--- src/rtl/logic_unit_arbiter.sv ---
// logic_unit_arbiter: two-requester round-robin front end for one shared 8-bit
// bitwise logic unit (AND / OR / XOR). Each transaction is accept -> execute ->
// hold response until consumed.
// Optional feature macro: LOGIC_ARB_XNOR_EN (opcode 11 becomes per-bit XNOR;
// without it opcode 11 is reported as unsupported).
module logic_unit_arbiter (
    input  logic       clk,
    input  logic       rst,
    input  logic       req0_valid,
    output logic       req0_ready,
    input  logic [1:0] req0_op,
    input  logic [7:0] req0_a,
    input  logic [7:0] req0_b,
    input  logic       req1_valid,
    output logic       req1_ready,
    input  logic [1:0] req1_op,
    input  logic [7:0] req1_a,
    input  logic [7:0] req1_b,
    output logic       rsp_valid,
    input  logic       rsp_ready,
    output logic [7:0] rsp_data,
    output logic       rsp_id,
    output logic       rsp_err,
    output logic       busy
);

    typedef enum logic [1:0] {
        IDLE = 2'd0,
        EXEC = 2'd1,
        RESP = 2'd2
    } state_t;

    state_t     state_q;
    state_t     state_d;
    logic       prio_q;      // 0: requester 0 wins a tie, 1: requester 1 wins
    logic       grant0;
    logic       grant1;
    logic       accept;

    // Captured request, valid only between accept and the end of EXEC
    logic [1:0] op_q;
    logic [7:0] a_q;
    logic [7:0] b_q;
    logic       id_q;

    // Shared logic unit outputs
    logic [7:0] unit_data;
    logic       unit_err;

    // Registered response
    logic [7:0] rsp_data_q;
    logic       rsp_id_q;
    logic       rsp_err_q;

    // Round-robin grant: a lone requester always wins, a tie goes to prio_q
    always_comb begin
        grant0 = req0_valid & (~req1_valid | ~prio_q);
        grant1 = req1_valid & (~req0_valid |  prio_q);
    end

    assign accept = (state_q == IDLE) && (grant0 || grant1);

    // State register
    always_ff @(posedge clk) begin
        // NOTE: clocked blocks use <= so every register samples pre-edge values
        // regardless of statement order.
        if (rst) state_q <= IDLE;
        else     state_q <= state_d;
    end

    // Next-state logic
    always_comb begin
        // NOTE: the default assignment first means no path leaves state_d
        // unassigned, so no latch is inferred.
        state_d = state_q;
        case (state_q)
            IDLE:    if (grant0 || grant1) state_d = EXEC;
            EXEC:    state_d = RESP;
            RESP:    if (rsp_ready) state_d = IDLE;
            default: state_d = IDLE;
        endcase
    end

    // FSM outputs: readies only in IDLE and never while reset is held
    always_comb begin
        req0_ready = 1'b0;
        req1_ready = 1'b0;
        if ((state_q == IDLE) && !rst) begin
            req0_ready = grant0;
            req1_ready = grant1;
        end
        busy      = (state_q != IDLE);
        rsp_valid = (state_q == RESP);
    end

    // Request capture on the accept edge
    always_ff @(posedge clk) begin
        // NOTE: capture registers have no reset; they are always reloaded on
        // accept before being consumed, and a reset simply abandons them.
        if (accept) begin
            op_q <= grant0 ? req0_op : req1_op;
            a_q  <= grant0 ? req0_a  : req1_a;
            b_q  <= grant0 ? req0_b  : req1_b;
            id_q <= grant1;
        end
    end

    // Shared bitwise unit, driven only by the captured operands
    always_comb begin
        unit_data = 8'h00;
        unit_err  = 1'b0;
        case (op_q)
            2'b00: unit_data = a_q & b_q;
            2'b01: unit_data = a_q | b_q;
            2'b10: unit_data = a_q ^ b_q;
            default: begin
`ifdef LOGIC_ARB_XNOR_EN
                unit_data = ~(a_q ^ b_q);
`else
                unit_err  = 1'b1;
`endif
            end
        endcase
    end

    // Response register: loaded at the end of EXEC, held through RESP
    always_ff @(posedge clk) begin
        if (rst) begin
            rsp_data_q <= 8'h00;
            rsp_id_q   <= 1'b0;
            rsp_err_q  <= 1'b0;
        end else if (state_q == EXEC) begin
            rsp_data_q <= unit_data;
            rsp_id_q   <= id_q;
            rsp_err_q  <= unit_err;
        end
    end

    // Priority pointer: the requester just served drops to low priority
    always_ff @(posedge clk) begin
        if (rst)                                prio_q <= 1'b0;
        else if ((state_q == RESP) && rsp_ready) prio_q <= ~rsp_id_q;
    end

    assign rsp_data = rsp_data_q;
    assign rsp_id   = rsp_id_q;
    assign rsp_err  = rsp_err_q;

endmodule

--- config.mk ---
export PLATFORM = sky130hd
export DESIGN_NAME = logic_unit_arbiter
export DESIGN_NICKNAME = d
export VERILOG_FILES = /design/src/rtl/logic_unit_arbiter.sv
export SDC_FILE = /design/constraint.sdc
export NUM_CORES = 1
export LEC_CHECK = 0
export CAP_MARGIN = 40
export CORE_ASPECT_RATIO = 0.5
export CORE_MARGIN = 10
export CORE_UTILIZATION = 45
export DETAILED_ROUTE_END_ITERATION = 8
export DONT_BUFFER_PORTS = 1
export HOLD_SLACK_MARGIN = 0.06
export SYNTH_ARGS = -nofsm -noshare
export SYNTH_HDL_FRONTEND = slang
export SYNTH_SLANG_ARGS = --single-unit
export TNS_END_PERCENT = 1
--- constraint.sdc ---
create_clock -name clk -period 2.5 [get_ports clk]
set_input_delay 0.375 -clock clk [delete_from_list [all_inputs] [get_ports clk]]
set_output_delay 0.375 -clock clk [all_outputs]
set_load 0.05 [all_outputs]
Word-level counts from Yosys, hierarchy flattened
Index checks and enable logic that the tools add are counted.
- bitwise gates (word level): 11
- reductions and logical operators: 10
- multiplexer cells: 10
- equality and inequality tests: 6
- operators with widths (cell ; number):
    8-bit case mux with 3 select lines ; 1
    8-bit two-way mux ; 2
    8-bit bitwise AND ; 1
    8-bit OR ; 1
    8-bit bitwise XOR ; 1
    2-bit two-way mux ; 3
    2-bit case mux with 3 select lines ; 1
    2-bit by 1-bit equality test with 1-bit output, second input constant ; 2
    2-bit equality test, second input constant ; 2
    2-bit logical NOT ; 2
    1-bit inverter ; 4
    1-bit logical AND ; 3
    1-bit two-way mux ; 3
    3-bit OR reduction ; 1
    1-bit bitwise AND ; 2
    2-bit by 1-bit != test with 1-bit output, second input constant ; 1
    2-bit != test, second input constant ; 1
    1-bit OR ; 2
    2-bit AND reduction ; 1
    2-bit nonzero test ; 1
    1-bit logical NOT ; 1
    1-bit logical OR ; 1
- word-level logic and storage cells: 46
- register bits after elaboration: 32

Longest topological paths before layout
- depth after elaboration: 6
- gate-level depth with buffers: 5
- depth with buffers taken out: 5

Worst setup path after synthesis
OpenSTA, ideal clock, no wires.
- path type: register to output
- start: register state_q[0]
- end: output req0_ready
- cell stages (with the launch flop): 4
- data arrival time: 2.177 ns
- required time: 2.125 ns
- buffers on the path: 1
- slack: -0.052 ns
- cell sequence: dfxtp_1 > or2_2 > clkbuf_1 > nor3b_1
- longest elaborated chain between the ends: 3
- ends and longest elaborated chain (what ; line ; source):
    from (decl) ; 33 ; state_t state_q;
    from (signal assigned) ; 68 ; else state_q <= state_d;
    2-bit logical NOT ; 88 ; if ((state_q == IDLE) && !rst) begin
    1-bit logical AND ; 88 ;
    1-bit two-way mux ; 88 ;
    to (decl) ; 10 ; output logic req0_ready,
No other way between the ends.

Worst setup path after layout
Same ends and word-level chain as after synthesis.

==> flow_metrics.py <==
metrics = {
    "logic_synthesis": {
        "ys_ff_latch": 32,
        "syn_inst": 154,
        "async_reset_ff_share_pct": 0,
        "synthFlopType": "edfxtp_1",
        "syn_area_per_cell_um2": 11.9,
        "syn_nets": 211,
        "synth_edf_count": 19,
        "yosysUniqueCellTypes": 27,
        "seq_area_frac_synth_pct": 45.2,
        "synth_area_um2": 1840,
        "synth.yosys.warnings": 0,
    },
    "clock_network": {
        "cts_tree": "done",
        "cts_sinks": 32,
        "htree_levels": 2,
        "cts_hold_buf": 0,
        "post_cts_resized": 0,
        "worstSkewPairLatency_ns": 0.28,
        "path_clk_slew_ns": 0.07,
        "cts_buffers": 5,
        "clock-root-buffer": "clkbuf_8",
        "cts_buffer_depth": 2,
        "post_cts_buffers": 0,
    },
    "run_status": {
        "status": "completed",
    },
    "detailed_routing": {
        "routed_wl_um": 3590,
        "drc": 0,
        "dr.pass1.iters": 4,
        "vias_per_cell": 5.20,
        "drt-wirelength-per-cell_um": 16.9,
        "vias": 1102,
        "ant_nets": 0,
        "drt_iter0_drc": 26,
    },
    "timing": {
        "fin_crit_sh_pct": 75.3,
        "rsz0062_at_grt": "no",
        "maxSlewHeadroom_pct": 56.8,
        "fin_setup_tns_ns": 0,
        "period_minus_slack_ns": 1.88,
        "tightest_slew_ns": 0.648,
        "finalHoldViolations": 0,
        "finalSetupViolCount": 0,
        "drv_slew": 0,
        "clock_skew_ns": 0.00490,
        "fmax_ghz": 0.531,
    },
    "global_route": {
        "grtUsageTotal_pct": 9.97,
        "antenna_found_initial": 0,
        "grt_pass1_vias": 1169,
        "grt_pass1_wl_um": 5840,
        "overflow": 0,
        "grt_max_degree": 20,
    },
    "worst_setup_path": {
        "crit_required_ns": 2.12,
        "worst_setup_path_start_kind": "flop",
        "arrival_ns": 1.51,
        "critical_path.max_fanout": 5,
        "crit_type": "flop to output port",
        "critPathCaptureType": "output port",
    },
    "die": {
        "start_util_pct": 46.9,
        "rows": 16,
        "pin_count": 55,
        "die_h_um": 65.2,
        "die_w_um": 110,
        "dieArea_um2": 7200,
        "core_area_um2": 3920,
    },
    "power": {
        "p_total_mw": 1.32,
        "leakage_nw": 0.786,
        "peakVddDrop_v": 0.000321,
        "p_per_area_nw_per_um2": 669,
    },
    "placed_design": {
        "io_buffers": 0,
        "dpl_cell_area_um2": 1890,
        "dp_hpwl_um": 2590,
        "place_congestion": 0.752,
    },
    "layout": {
        "n_antenna_cell": 0,
        "fillers": 366,
        "fin_nets": 214,
        "layout-drive-gt1-share_pct": 27.8,
        "area_delta_synth_final_pct": 7.48,
        "postLayoutCellArea_um2": 1980,
    },
    "hold_path": {
        "hold_class": "primary input to flop",
    },
    "flow_run": {
        "drv_cap": 0,
    },
}
## per-stage QoR
stage               hold WS [ns]  worst slack [ns]  instances  utilization [%]
floorplan                  0.447           -0.0521        154                -
global placement           0.448             0.912        204             48.3
detailed placement         0.452             0.872        204             48.3
CTS                        0.153             0.601        212             50.4
global route               0.146             0.548        212             50.4
finish                     0.157             0.618        212             50.4
## cell usage after synthesis, types with 2 or more instances
| library cell | count | area share, % |
|---|---|---|
| nand2b_1 | 2 | 0.68 |
| nand2_1 | 3 | 0.61 |
| clkbuf_1 | 2 | 0.41 |
| a21oi_1 | 3 | 0.82 |
| nor3_1 | 9 | 2.4 |
| buf_2 | 2 | 0.54 |
| mux2_2 | 25 | 15 |
| dfxtp_1 | 13 | 14 |
| mux2i_1 | 8 | 4.4 |
| nor2_1 | 3 | 0.61 |
| ha_1 | 16 | 11 |
| edfxtp_1 | 19 | 31 |
| a221oi_1 | 7 | 3.3 |
| nor3b_1 | 10 | 4.1 |
| inv_1 | 18 | 3.7 |
| buf_4 | 3 | 1.2 |
## area by class of cell
cell class / count / area [um2] / share of cell area [%]
well taps: 54 / 67.6 / 3.42
clock buffers: 5 / 68.8 / 3.48
multi-input cells: 95 / 891 / 45.1
flip-flops and latches: 32 / 831 / 42.0
clock inverters: 3 / 13.8 / 0.696
inverters: 18 / 67.6 / 3.42
repair buffers: 5 / 37.5 / 1.90
## kinds of logic (layout without fill, tap and decap cells)
kind of cell	count (synthesis)	in the layout	synth area share [%]
muxes	34	34	20.5
DFF	32	32	45.2
and+or+nand+nor	30	30	9.52
buffers and inverters	27	31	7.28
adders and majority gates	16	16	10.9
AOI/OAI and AO/OA	15	15	6.67
## registers in the layout, summed over array words and instances, names as in the netlist
name      flops
prio_q        1
op_q          2
rsp_err       1
rsp_id        1
rsp_data      8
a_q           8
id_q          1
b_q           8
state_q       2
## metal layers
layer	vias up	GRT usage [%]	share of wire, %
met2	32	15.2	43
met5	-	0	0
met3	5	5.62	9.3
li1	556	-	-
met4	0	3.39	0.92
met1	509	11.7	47
## path summary, 6_finish.rpt
check                          startpoint                       end  slack (ns)  cells after the start
hold / removal                        rst   state_q[1]$_SDFFE_PP0P_        0.16                      1
hold reg to reg            id_q$_DFFE_PP_       rsp_id$_SDFFE_PP0N_        0.52                      2
setup / recovery  state_q[0]$_SDFFE_PP0P_                req0_ready        0.62                      3
setup reg to reg        op_q[1]$_DFFE_PP_  rsp_data[3]$_SDFFE_PP0N_        0.86                      3
## critical path, cell delays in order, from the launching register on
cell,delay [ns]
dfxtp_1,0.33
or2_2,0.47
nor3b_2,0.21
buf_4,0.22
## placed cells by master, fill, tap and decap left out, drive strengths merged
cell type / n
nor3: 9
or2: 1
a21oi: 3
nand2b: 2
buf: 5
a221oi: 8
nor3b: 10
nor2: 3
ha: 16
nand2: 3
clkinv: 3
and2b: 1
nor2b: 1
inv: 18
edfxtp: 19
clkbuf: 5
mux2: 26
dfxtp: 13
a21boi: 2
a311oi: 1
a211oi: 1
mux2i: 8
## power breakdown
part	total (mW)	leakage, nW	switching [mW]	internal (mW)
sequential	0.694	0.292	0.0742	0.620
clock	0.374	0.0453	0.186	0.189
combinational	0.254	0.449	0.131	0.124
total	1.32	0.786	0.390	0.932
No activity file was read; power rests on OpenSTA's default activity.
